===== src/rtl/risc_pkg.sv =====
// Shared fetch-stage definitions: datapath widths, fetch FSM encoding and a NOP
// word used to pre-fill instruction streams.
package risc_pkg;

  localparam int ADDR_W  = 32;
  localparam int INSTR_W = 32;

  typedef enum logic [1:0] {
    IDLE = 2'd0,
    REQ  = 2'd1,
    DROP = 2'd2
  } fetch_state_t;

  localparam logic [INSTR_W-1:0] NOP_INSTR = 32'h0000_0013;

endpackage


===== src/rtl/fetch_unit_if.sv =====
// Instruction-memory read port between the fetch unit (master) and memory (slave).
interface fetch_unit_if
  import risc_pkg::*;
#(
  parameter int AW = ADDR_W,
  parameter int DW = INSTR_W
);

  // Handshake: master raises imem_req with imem_addr and holds both unchanged until
  // the cycle in which the slave asserts imem_ack; imem_rdata is valid only in that
  // cycle, and the request is complete at that clock edge.
  logic          imem_req;
  logic [AW-1:0] imem_addr;
  logic          imem_ack;
  logic [DW-1:0] imem_rdata;

  modport master (output imem_req, imem_addr, input  imem_ack, imem_rdata);
  modport slave  (input  imem_req, imem_addr, output imem_ack, imem_rdata);

endinterface


===== src/rtl/fetch_fifo.sv =====
// Small FIFO of fetched {address, instruction} pairs with a registered head that
// keeps its last value when the queue drains or is cleared.
module fetch_fifo #(
  parameter int DEPTH = 2,
  parameter int W     = 64
) (
  input  logic                     clk,
  input  logic                     reset_n,
  input  logic                     push,
  input  logic                     pop,
  input  logic                     clear,
  input  logic [W-1:0]             din,
  output logic [W-1:0]             head,
  output logic                     valid,
  output logic [$clog2(DEPTH):0]   count
);

  localparam int PW = $clog2(DEPTH);
  localparam int CW = PW + 1;
  localparam logic [CW-1:0] DEPTH_C = CW'(DEPTH);

  logic [W-1:0]  mem [DEPTH];
  logic [PW-1:0] rd_ptr, wr_ptr, rd_ptr_nxt;
  logic [CW-1:0] count_nxt;
  logic [W-1:0]  head_nxt;
  logic          full, empty, do_push, do_pop;

  assign full  = (count == DEPTH_C);
  assign empty = (count == '0);

  // Head register is loaded with whatever will sit at the read pointer after this
  // edge, bypassing the array when that slot is being written right now.
  always_comb begin
    do_push    = push && !full && !clear;
    do_pop     = pop && !empty && !clear;
    rd_ptr_nxt = rd_ptr + PW'(do_pop);
    count_nxt  = count;
    if (do_push && !do_pop)      count_nxt = count + CW'(1);
    else if (!do_push && do_pop) count_nxt = count - CW'(1);
    head_nxt = head;
    if (count_nxt != '0)
      head_nxt = (do_push && (wr_ptr == rd_ptr_nxt)) ? din : mem[rd_ptr_nxt];
  end

  always_ff @(posedge clk or negedge reset_n) begin
    if (!reset_n) begin
      rd_ptr <= '0;
      wr_ptr <= '0;
      count  <= '0;
      valid  <= 1'b0;
      head   <= '0;
    end else if (clear) begin
      rd_ptr <= '0;
      wr_ptr <= '0;
      count  <= '0;
      valid  <= 1'b0;
    end else begin
      rd_ptr <= rd_ptr_nxt;
      wr_ptr <= wr_ptr + PW'(do_push);
      count  <= count_nxt;
      valid  <= (count_nxt != '0);
      head   <= head_nxt;
    end
  end

  always_ff @(posedge clk) begin
    if (do_push) mem[wr_ptr] <= din;
  end

endmodule


===== src/rtl/fetch_unit.sv =====
// Instruction fetch stage: reads imem at pc_addr, queues returned words for the
// decoder, pulses pc_advance per queued word, and discards work on flush.
module fetch_unit
  import risc_pkg::*;
#(
  parameter int DEPTH = 2,
  parameter int AW    = ADDR_W,
  parameter int DW    = INSTR_W
) (
  input  logic                clk,
  input  logic                reset_n,
  input  logic [AW-1:0]       pc_addr,
  output logic                pc_advance,
  fetch_unit_if.master        imem,
  input  logic                flush,
  output logic                instr_valid,
  output logic [DW-1:0]       instr,
  output logic [AW-1:0]       instr_addr,
  input  logic                instr_ready,
  output fetch_state_t        state
);

  localparam int CW = $clog2(DEPTH) + 1;
  localparam logic [CW-1:0] DEPTH_C = CW'(DEPTH);

  fetch_state_t  state_nxt;
  logic          req_nxt, adv_nxt, push;
  logic [AW-1:0] addr_nxt;
  logic [CW-1:0] count, credit;
  logic [AW+DW-1:0] head;

  // A slot is reserved for the request in flight so a returning word always fits.
  assign credit = DEPTH_C - count - CW'(state == REQ);

  always_comb begin
    state_nxt = state;
    req_nxt   = imem.imem_req;
    addr_nxt  = imem.imem_addr;
    adv_nxt   = 1'b0;
    push      = 1'b0;
    case (state)
      // While pc_advance is high, pc_addr still shows the word just fetched.
      IDLE: if ((credit != '0) && !flush && !pc_advance) begin
        state_nxt = REQ;
        req_nxt   = 1'b1;
        addr_nxt  = pc_addr;
      end
      REQ: if (imem.imem_ack) begin
        state_nxt = IDLE;
        req_nxt   = 1'b0;
        if (!flush) begin
          push    = 1'b1;
          adv_nxt = 1'b1;
        end
      end else if (flush) begin
        state_nxt = DROP;
      end
      DROP: if (imem.imem_ack) begin
        state_nxt = IDLE;
        req_nxt   = 1'b0;
      end
      default: begin
        state_nxt = IDLE;
        req_nxt   = 1'b0;
      end
    endcase
  end

  always_ff @(posedge clk or negedge reset_n) begin
    if (!reset_n) begin
      state          <= IDLE;
      imem.imem_req  <= 1'b0;
      imem.imem_addr <= '0;
      pc_advance     <= 1'b0;
    end else begin
      state          <= state_nxt;
      imem.imem_req  <= req_nxt;
      imem.imem_addr <= addr_nxt;
      pc_advance     <= adv_nxt;
    end
  end

  fetch_fifo #(.DEPTH(DEPTH), .W(AW + DW)) u_fifo (
    .clk     (clk),
    .reset_n (reset_n),
    .push    (push),
    .pop     (instr_ready),
    .clear   (flush),
    .din     ({imem.imem_addr, imem.imem_rdata}),
    .head    (head),
    .valid   (instr_valid),
    .count   (count)
  );

  assign instr_addr = head[AW+DW-1:DW];
  assign instr      = head[DW-1:0];

endmodule

===== src/flat_wrapper.sv =====
// flat-port wrapper written by rule: the top's interface ports become plain ports
module fetch_unit_flat import risc_pkg::*;
#(
  parameter int DEPTH = 2,
  parameter int AW    = ADDR_W,
  parameter int DW    = INSTR_W
)
  (clk, reset_n, pc_addr, pc_advance, flush, instr_valid, instr, instr_addr, instr_ready, state, imem_imem_req, imem_imem_addr, imem_imem_ack, imem_imem_rdata);
  fetch_unit_if #(.AW(AW), .DW(DW)) imem_i ();
  input  logic clk;
  input  logic reset_n;
  input  logic [AW-1:0] pc_addr;
  output logic pc_advance;
  input  logic flush;
  output logic instr_valid;
  output logic [DW-1:0] instr;
  output logic [AW-1:0] instr_addr;
  input  logic instr_ready;
  output fetch_state_t state;
  output wire logic [$bits(imem_i.imem_req)-1:0] imem_imem_req;
  output wire logic [$bits(imem_i.imem_addr)-1:0] imem_imem_addr;
  input wire logic [$bits(imem_i.imem_ack)-1:0] imem_imem_ack;
  input wire logic [$bits(imem_i.imem_rdata)-1:0] imem_imem_rdata;
  assign imem_imem_req = imem_i.imem_req;
  assign imem_imem_addr = imem_i.imem_addr;
  assign imem_i.imem_ack = imem_imem_ack;
  assign imem_i.imem_rdata = imem_imem_rdata;
  fetch_unit #(.DEPTH(DEPTH), .AW(AW), .DW(DW)) u_core (.clk(clk), .reset_n(reset_n), .pc_addr(pc_addr), .pc_advance(pc_advance), .imem(imem_i), .flush(flush), .instr_valid(instr_valid), .instr(instr), .instr_addr(instr_addr), .instr_ready(instr_ready), .state(state));
endmodule

===== config.mk =====
export PLATFORM = sky130hd
export DESIGN_NAME = fetch_unit_flat
export DESIGN_NICKNAME = d
export VERILOG_FILES = /design/src/rtl/risc_pkg.sv /design/src/rtl/fetch_unit_if.sv /design/src/rtl/fetch_fifo.sv /design/src/rtl/fetch_unit.sv /design/src/flat_wrapper.sv
export SDC_FILE = /design/constraint.sdc
export NUM_CORES = 1
export LEC_CHECK = 0
export ABC_AREA = 1
export CAP_MARGIN = 0
export CELL_PAD_IN_SITES_DETAIL_PLACEMENT = 1
export CELL_PAD_IN_SITES_GLOBAL_PLACEMENT = 1
export CORE_UTILIZATION = 38
export CTS_BUF_LIST = sky130_fd_sc_hd__clkbuf_4
export CTS_CLUSTER_DIAMETER = 80
export DETAILED_ROUTE_END_ITERATION = 7
export HOLD_SLACK_MARGIN = 0.08
export PLACE_DENSITY = 0.79
export SYNTH_ARGS = -nofsm -noshare
export SYNTH_HDL_FRONTEND = slang
export SYNTH_SLANG_ARGS = --single-unit

===== constraint.sdc =====
create_clock -name clk -period 3.4 [get_ports clk]
set_input_delay 0.51 -clock clk [delete_from_list [all_inputs] [get_ports clk]]
set_output_delay 0.51 -clock clk [all_outputs]
set_load 0.01 [all_outputs]

# Word-level counts from Yosys, hierarchy flattened
# Memory sizes are Yosys's and may differ from the RTL's. A register that Yosys moved wholly into a read port is not among the register bits.
# Cells that the tools add are included.
# word_totals
wordCells	66
ff_bits	41
mem_bits_rw	128
mem_count	1
# op_classes
reduce_logical	24
bitwise_logic	1
mux	19
n_addsub	6
n_eq_ne	7
# memory_table
name	depth	word_bits	read_ports	rd_ports_with_merged_regs	write_ports	line	rtl
u_core.u_fifo.mem	2	64	1	1	1	fetch_fifo.sv:22	logic [W-1:0] mem [DEPTH];
# ops
op	count
$mux 2	7
$mux 1	10
$logic_and 1x1->1	8
$logic_not 1->1	7
$pmux 2 s3	1
$reduce_and 2->1	3
$eq 2x2->1 const B	2
$logic_not 2->1	2
$ne 2x1->1 const B	2
$reduce_bool 2->1	2
$ne 3x3->1 const B	1
$reduce_and 3->1	1
$add 1x1->1	2
$add 2x1->2 const B	1
$eq 2x1->1 const B	1
$ne 2x2->1 const B	1
$pmux 1 s2	1
$reduce_or 2->1	1
$sub 2x1->2	1
$sub 2x1->2 const B	1
$sub 2x2->2 const A	1
$not 1->1	1

# Depth between registers and ports, before layout
# Gate-level depths: netlist (run 1).
# depth
depth_word	11
ltp_mapped	14
ltp_nobuf	12

# Cells and area by module
# Synthesis (run 1) repeated with hierarchy kept, for this count alone.
# unflattened
cells_unflattened	1121
hier_area_um2	10492.6
# by_module_without_submodules
mod	area_each_um2	n_inst	cells_each
fetch_fifo	8912.3	1	944
fetch_unit	1580.3	1	177

# Worst setup path before layout (run 1)
# Ideal clock, no wire load.
# synth_path
path_type	register -> register
from	register u_core.state[1]
to	memory u_core.u_fifo.mem[0][0] (enable)
period_less_slack_ns	3.340
slack_ns	0.060
path_buffers	1
path_stages_with_launch	9
t_required_ns	2.971
arrival_time_ns	2.911
cell_sequence	dfrtp_1 > inv_1 > ha_1 > nand2_1 > nor2_2 > nand2_1 > inv_2 > clkbuf_1 > ha_1
# synth_via
elab_chain_len	6
# synth_rtl
item	line	rtl
start: declaration	fetch_unit.sv:20	output fetch_state_t state
start signal: assignment	fetch_unit.sv:76	state <= state_nxt;
$eq 2x1->1	-	
$mux 1	-	
named net u_core.adv_nxt	fetch_unit.sv:27	logic req_nxt, adv_nxt, push;
$logic_and 1x1->1 (2 in series)	fetch_fifo.sv:34	do_push = push && !full && !clear;
$mux 1	fetch_fifo.sv:67	if (do_push) mem[wr_ptr] <= din;
$mux 1 (implied by the code)	fetch_fifo.sv:67	
end: declaration	fetch_fifo.sv:22	
# The timed path passes the listed nets, and every way through them passes these cells.

# Worst setup path after layout (run 1)
# layout_path
from	register u_core.state[1]
to	memory u_core.u_fifo.mem[1][20] (enable)
# The elaborated chain is that of the path after synthesis.

==> impl_metrics.yaml, run 1 <==
sta:
  period_share_pct: 74.8
  drv_slew: 0
  fin_skew_ns: 0.0357
  hold_viol: 0
  holdWs_ns: 0.414
  finalSetupViolCount: 0
  relSlewSlack_pct: 44.7
  grt_setup_unrepaired: "no"
  finalSetupTns_ns: 0
  worstMarginPinSlew_ns: 0.830
  max_freq_mhz: 393
  timing.final.crit_period_ns: 2.54
  worst_slack_ns: 0.857
clock_tree:
  cts_max_level: 3
  clk_pin_slew_worst_paths_ns: 0.06
  cts_root_buf: "clkbuf_4"
  cts_tree: "yes"
  cts_setup_buffers: 0
  clk_latency_ns: 0.64
  cts_made_buffers: 67
  cts_buffer_depth: 3
  cts.sinks: 233
setup_path:
  path_buf_inv: 4
  worst-path-max-fanout: 22
  crit_path_end_kind: "register"
  cpPeakStageDelay_ns: 0.42
  arrival_ns: 2.85
  path_cells: "inv_1 -> ha_1 -> nand2_1 -> nor2_2 -> nand2_1 -> inv_2 -> buf_4 -> ha_4 -> buf_4"
  start_kind: "register"
  rr_worst_depth: 9
  path_delay_family: "buffers and inverters"
  r2r_end: "u_core.u_fifo.mem[1][20]"
  r2r_start: "u_core.state[1]"
  reg2reg_setup_slack_ns: 0.86
  cp_slowest_cell: "dfrtp_1"
  required_ns: 3.70
  path_class: "register to register"
power_and_ir_drop:
  p_clk_share_pct: 24.4
  p_leak_nw: 5.94
  power_frac_seq_pct: 39.3
  combPwrFrac_pct: 36.3
  netSwitchingPower_mw: 4.04
  powerDensity_nw_per_um2: 859
  swShare_pct: 36.4
  irDropWorstVdd_v: 0.000359
  internal-power_mw: 7.07
place:
  placed_cell_area_sq_um: 12000
  gp_congestion: 0.766
  io_buffer_count: 169
  dp_slack_ns: 0.401
  hpwl_um: 18200
final_layout:
  final_cell_area_sq_um: 12900
  fillCellCount: 2925
  syn_to_final_growth_pct: 30.0
  drive_gt1_share_pct: 11.2
  fin_nets: 1320
logic_synthesis:
  synth_top_family_by_area: "simple AND/OR/NAND/NOR gates"
  yosys.area_share.simple_pct: 29.6
  ys_warn_count: 0
  syn-num-nets: 1123
  syn_inst: 1046
  synthXorXnorAreaFrac_pct: 0
  ys_seq_area_share_pct: 65.1
  synth_fa_ha_area_share_pct: 1.01
  synth_compound_area_share_pct: 0.226
  muxShareOfSynthArea_pct: 0
  synth_seq_cells: 233
  syn_area_sq_um: 9940
  avgSynthCellArea_sq_um: 9.51
  synth.distinct_cells: 18
global_routing:
  grt_usage_pct: 22.5
  grt_start_max_net_pins: 66
  grt_pass1_wl_um: 46200
  grt.met2_usage_pct: 38.8
  grt_overflow: 0
  met1_usage_pct: 26.7
  met3_usage_pct: 5.38
  grt_most_used_layer: "met2"
  grt_pass1_vias: 8741
  antenna_found_initial: 4
detailed_routing:
  routed_wirelength_um: 29200
  drtIter0Drc: 361
  drt_pass1_iterations: 4
  detail-route-antenna-nets: 0
  drc: 0
  routedWlPerCell_um: 17.9
  viasPerCell: 5.01
  vias: 8154
floorplan:
  ios: 170
  design.die.area_sq_um: 26800
  die_h_um: 164
  start_util_pct: 39.2
  rows: 58
  core_sq_um: 25400
  dieWidth_um: 164
job:
  drv_cap: 0
worst_hold_path:
  min_path_type: "primary input to register"
  holdPathStages: 3
  min_to: "u_core.imem.imem_addr[6]"
  worstHoldStart: "pc_addr[6]"
status:
  status: "finished clean"
==> power by group through the flow <==
stage | combinational, mW | sequential, mW | clock, mW
CTS | 4.11 | 4.37 | 2.79
global route | 4.46 | 4.45 | 2.96
finish | 4.03 | 4.37 | 2.71
floorplan | 1.88 | 4.51 | 0
detailed placement | 4.08 | 4.41 | 0
global placement | 3.94 | 4.38 | 0
==> worst max-delay path by stage <==
stage                           start                        to  slack (ns)  cells past startpoint
3_5_place_dp                    flush    u_core.u_fifo.head[63]        0.40                     11
2_1_floorplan         u_core.state[1]   u_core.u_fifo.mem[0][0]        0.06                      8
4_1_cts               u_core.state[1]  u_core.u_fifo.mem[1][20]        0.83                      9
3_3_place_gp                    flush  u_core.u_fifo.mem[1][37]        0.49                      7
6_report              u_core.state[1]  u_core.u_fifo.mem[1][20]        0.86                      9
5_1_grt        u_core.u_fifo.count[0]    u_core.u_fifo.head[63]        0.63                     11
==> routing by layer <==
metal	part of all wire, %	vias up
met5	0.058	-
li1	-	3850
met2	50	230
met4	2.9	2
met1	41	3999
met3	5.9	73
==> tightest hold or removal path, stage by stage <==
cell	delay [ns]
clkdlybuf4s50_1	0.39
nand3_1	0.08
nand2_1	0.05
==> per-stage QoR <==
stage	util, %	cells	total power [mW]
6_report	50.9	1628	11.1
5_1_grt	50.9	1627	11.9
4_1_cts	50.9	1626	11.3
3_5_place_dp	47.3	1503	8.49
3_3_place_gp	47.3	1503	8.31
2_1_floorplan	-	1046	6.39
==> cells in the final DEF (no fill, tap or decap) <==
cell	count
nand2_1	533
nand3_1	170
clkdlybuf4s50_1	168
edfxtp_1	128
dfrtp_1	105
clkbuf_4	101
inv_1	16
buf_4	16
clkinv_1	15
buf_12	7
inv_2	5
nor2_1	5
nand2_2	5
ha_1	5
nand3_4	3
o21ai_0	3
diode_2	2
nor2_2	2
ha_4	2
bufinv_16	2
nand3b_1	1
o31ai_1	1
ha_2	1
clkinv_2	1
dlygate4sd3_1	1
==> state kept, by name (all words and copies together), names as in the netlist <==
register / count
u_core.imem.imem_addr: 32
u_core.imem.imem_req: 1
u_core.pc_advance: 1
u_core.state: 2
u_core.u_fifo.count: 2
u_core.u_fifo.head: 64
u_core.u_fifo.mem: 128
u_core.u_fifo.rd_ptr: 1
u_core.u_fifo.valid: 1
u_core.u_fifo.wr_ptr: 1
==> synthesized netlist by cell type <==
| cell | n | area share [%] |
|---|---|---|
| buf_1 | 3 | 0.11 |
| nor2_2 | 2 | 0.13 |
| dfrtp_1 | 105 | 26 |
| nand3b_1 | 1 | 0.076 |
| nor2_1 | 5 | 0.19 |
| inv_2 | 2 | 0.076 |
| nand2_2 | 1 | 0.063 |
| nand3_2 | 3 | 0.30 |
| nand3_1 | 170 | 8.6 |
| ha_1 | 8 | 1.0 |
| o21ai_0 | 3 | 0.15 |
| buf_4 | 15 | 1.1 |
| o31ai_1 | 1 | 0.076 |
| edfxtp_1 | 128 | 39 |
| inv_1 | 16 | 0.60 |
| buf_2 | 36 | 1.8 |
| clkbuf_1 | 10 | 0.38 |
| nand2_1 | 537 | 20 |
==> cell type report <==
cell class | count | area, sq um | share of cell area (%)
antenna | 2 | 5.00 | 0.0387
timing repair buffer | 192 | 1950 | 15.1
tap | 330 | 413 | 3.19
multi-input combinational | 731 | 3120 | 24.2
sequential | 233 | 6470 | 50.1
inverter | 18 | 67.6 | 0.523
clock inverter | 21 | 133 | 1.03
clock buffer | 101 | 758 | 5.87
==> kinds of logic after synthesis <==
group | Yosys count
buffers and inverters | 82
AO/OA/AOI/OAI | 4
flip-flops | 233
adder cells (fa/ha/maj) | 8
AND/OR/NAND/NOR | 719
==> what timing repair did <==
action                     4_1_cts  5_1_grt
resized for setup                0        0
hold endpoints to repair        53        0
hold buffers                     1        0
setup endpoints to repair        0        0
Power figures use the tool's default switching activity.
==> run 2: changes to the inputs <==
- clock period: 3.4 -> 2.1 ns (I/O delays scaled with it)
==> impl_metrics.yaml, run 2 (synthesized netlist as in run 1, its figures left out) <==
detailed_routing:
  routed_wirelength_um: 30800
  drc: 0
  drtIter0Drc: 461
  detail-route-antenna-nets: 0
  vias: 8329
  routedWlPerCell_um: 18.7
  viasPerCell: 5.04
  drt_pass1_iterations: 4
setup_path:
  cpPeakStageDelay_ns: 0.60
  worst-path-max-fanout: 5
  start_kind: "register"
  path_class: "register to output pin"
  path_delay_family: "buffers and inverters"
  required_ns: 1.78
  crit_path_end_kind: "output pin"
  cp_slowest_cell: "clkdlybuf4s50_1"
  path_buf_inv: 1
  path_cells: "clkdlybuf4s50_1"
  arrival_ns: 1.74
place:
  dpl.cell_count: 1528
  hpwl_um: 18600
  dp_slack_ns: -0.104
  io_buffer_count: 169
  gp_congestion: 0.790
power_and_ir_drop:
  netSwitchingPower_mw: 6.74
  p_clk_share_pct: 22.2
  internal-power_mw: 11.8
  swShare_pct: 36.4
  p_leak_nw: 6.20
  powerDensity_nw_per_um2: 1370
  power_frac_seq_pct: 38.3
  irDropWorstVdd_v: 0.000661
  combPwrFrac_pct: 39.5
final_layout:
  fin_util_pct: 53.0
  final_common_cell: "nand2_1"
  largest_reg_flops: 128
  fillCellCount: 2913
  largest-register: "u_core.u_fifo.mem"
  syn_to_final_growth_pct: 35.5
  final_cells: 1653
  fin_nets: 1348
  layout_common_cells: "nand2_1, nand3_1, clkdlybuf4s50_1"
  drive_gt1_share_pct: 14.5
  top_regs: "u_core.u_fifo.mem: 128 flops, u_core.u_fifo.head: 64 flops, u_core.imem.imem_addr: 32 flops"
sta:
  finalSetupTns_ns: 0
  hold_viol: 0
  worstMarginPinSlew_ns: 0.677
  timing.final.crit_period_ns: 2.06
  worst_slack_ns: 0.0440
  drv_slew: 0
  finalSetupViolCount: 0
  fin_skew_ns: 0.0372
  holdWs_ns: 0.197
  max_freq_mhz: 486
  relSlewSlack_pct: 54.9
  period_share_pct: 97.9
clock_tree:
  cts_root_buf: "clkbuf_4"
  clk_latency_ns: 0.68
  cts_made_buffers: 59
  cts.sinks: 233
  cts_tree: "yes"
  cts_buffer_depth: 3
  clk_pin_slew_worst_paths_ns: 0.06
  cts_max_level: 2
global_routing:
  grt.met2_usage_pct: 38.7
  grt_usage_pct: 22.1
  met1_usage_pct: 27.8
  grt_pass1_vias: 8721
  grt_pass1_wl_um: 46000
  grt_most_used_layer: "met2"
  grt_overflow: 0
  met3_usage_pct: 4.47
  grt_start_max_net_pins: 47
  antenna_found_initial: 2
job:
  drv_cap: 0
floorplan:
  design.die.area_sq_um: 26800
  core_sq_um: 25400
  ios: 170
  rows: 58
  start_util_pct: 39.2
  dieWidth_um: 164
  die_h_um: 164
worst_hold_path:
  min_path_type: "primary input to register"
status:
  status: "finished clean"
## run 2: cell types whose count changed in the layout (fill, tap and decap cells not counted), sizes merged
cell,change
clkinv,-8
bufinv,-1
clkdlybuf4s50,-2
dlymetal6s2s,+1
clkbuf,+5
buf,+31
dlygate4sd2,+1
inv,-2
## run 2: layer usage
layer  vias up  part of all wire (%)
met5         -                     0
met2       291                    50
li1       3903                     -
met1      4081                    42
met4         0                   2.0
met3        54                   6.8
## run 2: metrics by stage
| stage | area [sq um] | power [mW] |
|---|---|---|
| after CTS | 13200 | 18.2 |
| after floorplan | 9980 | 10.4 |
| after detailed placement | 12400 | 14.0 |
| after global routing | 13500 | 19.7 |
| after global placement | 12400 | 13.7 |
| final | 13500 | 18.5 |
## run 2: path summary, 6_finish.rpt
kind / start / end / slack [ns] / depth (start not counted)
min in group asynchronous: reset_n / u_core.u_fifo.head[42] / 0.21 / 2
worst max register to register: u_core.state[1] / u_core.u_fifo.head[58] / 0.05 / 12
worst min register to register: u_core.imem.imem_req / u_core.imem.imem_req / 0.49 / 2
max in group asynchronous: reset_n / u_core.u_fifo.head[33] / 1.17 / 3
worst min-delay path: pc_addr[9] / u_core.imem.imem_addr[9] / 0.20 / 3
worst max-delay path: u_core.imem.imem_addr[26] / imem_imem_addr[26] / 0.04 / 1
## run 2: area by class of cell
class / count / area, sq um / area share (%)
diodes: 2 / 5.00 / 0.0372
clock buffers: 101 / 758 / 5.63
clock inverters: 10 / 63.8 / 0.474
inverters: 18 / 70.1 / 0.520
multi-input cells: 731 / 3200 / 23.7
flip-flops and latches: 233 / 6470 / 48.1
well taps: 330 / 413 / 3.07
repair buffers: 228 / 2490 / 18.5
## run 2: power by group through the flow
| stage | logic, mW | clock network [mW] | registers [mW] |
|---|---|---|---|
| detailed placement | 6.89 | 0 | 7.13 |
| finish | 7.30 | 4.11 | 7.09 |
| floorplan | 3.07 | 0 | 7.29 |
| global route | 8.03 | 4.45 | 7.21 |
| CTS | 6.93 | 4.22 | 7.07 |
| global placement | 6.66 | 0 | 7.09 |
## run 2: worst reg2reg max path: cells and delay by family, from the launching register on
kind	cells	cell delay, ns
flops	1	0.42
buf+inv	3	0.45
fa+ha+maj	1	0.13
simple gates	8	0.92
## run 2: timing repair
item,in CTS,in global routing
gates resized for setup,1,26
buffers inserted,0,5
endpoints found under the setup margin,1,93
cloned,0,6
hold endpoints to repair,42,0
pin swaps,0,7
hold buffers,1,0
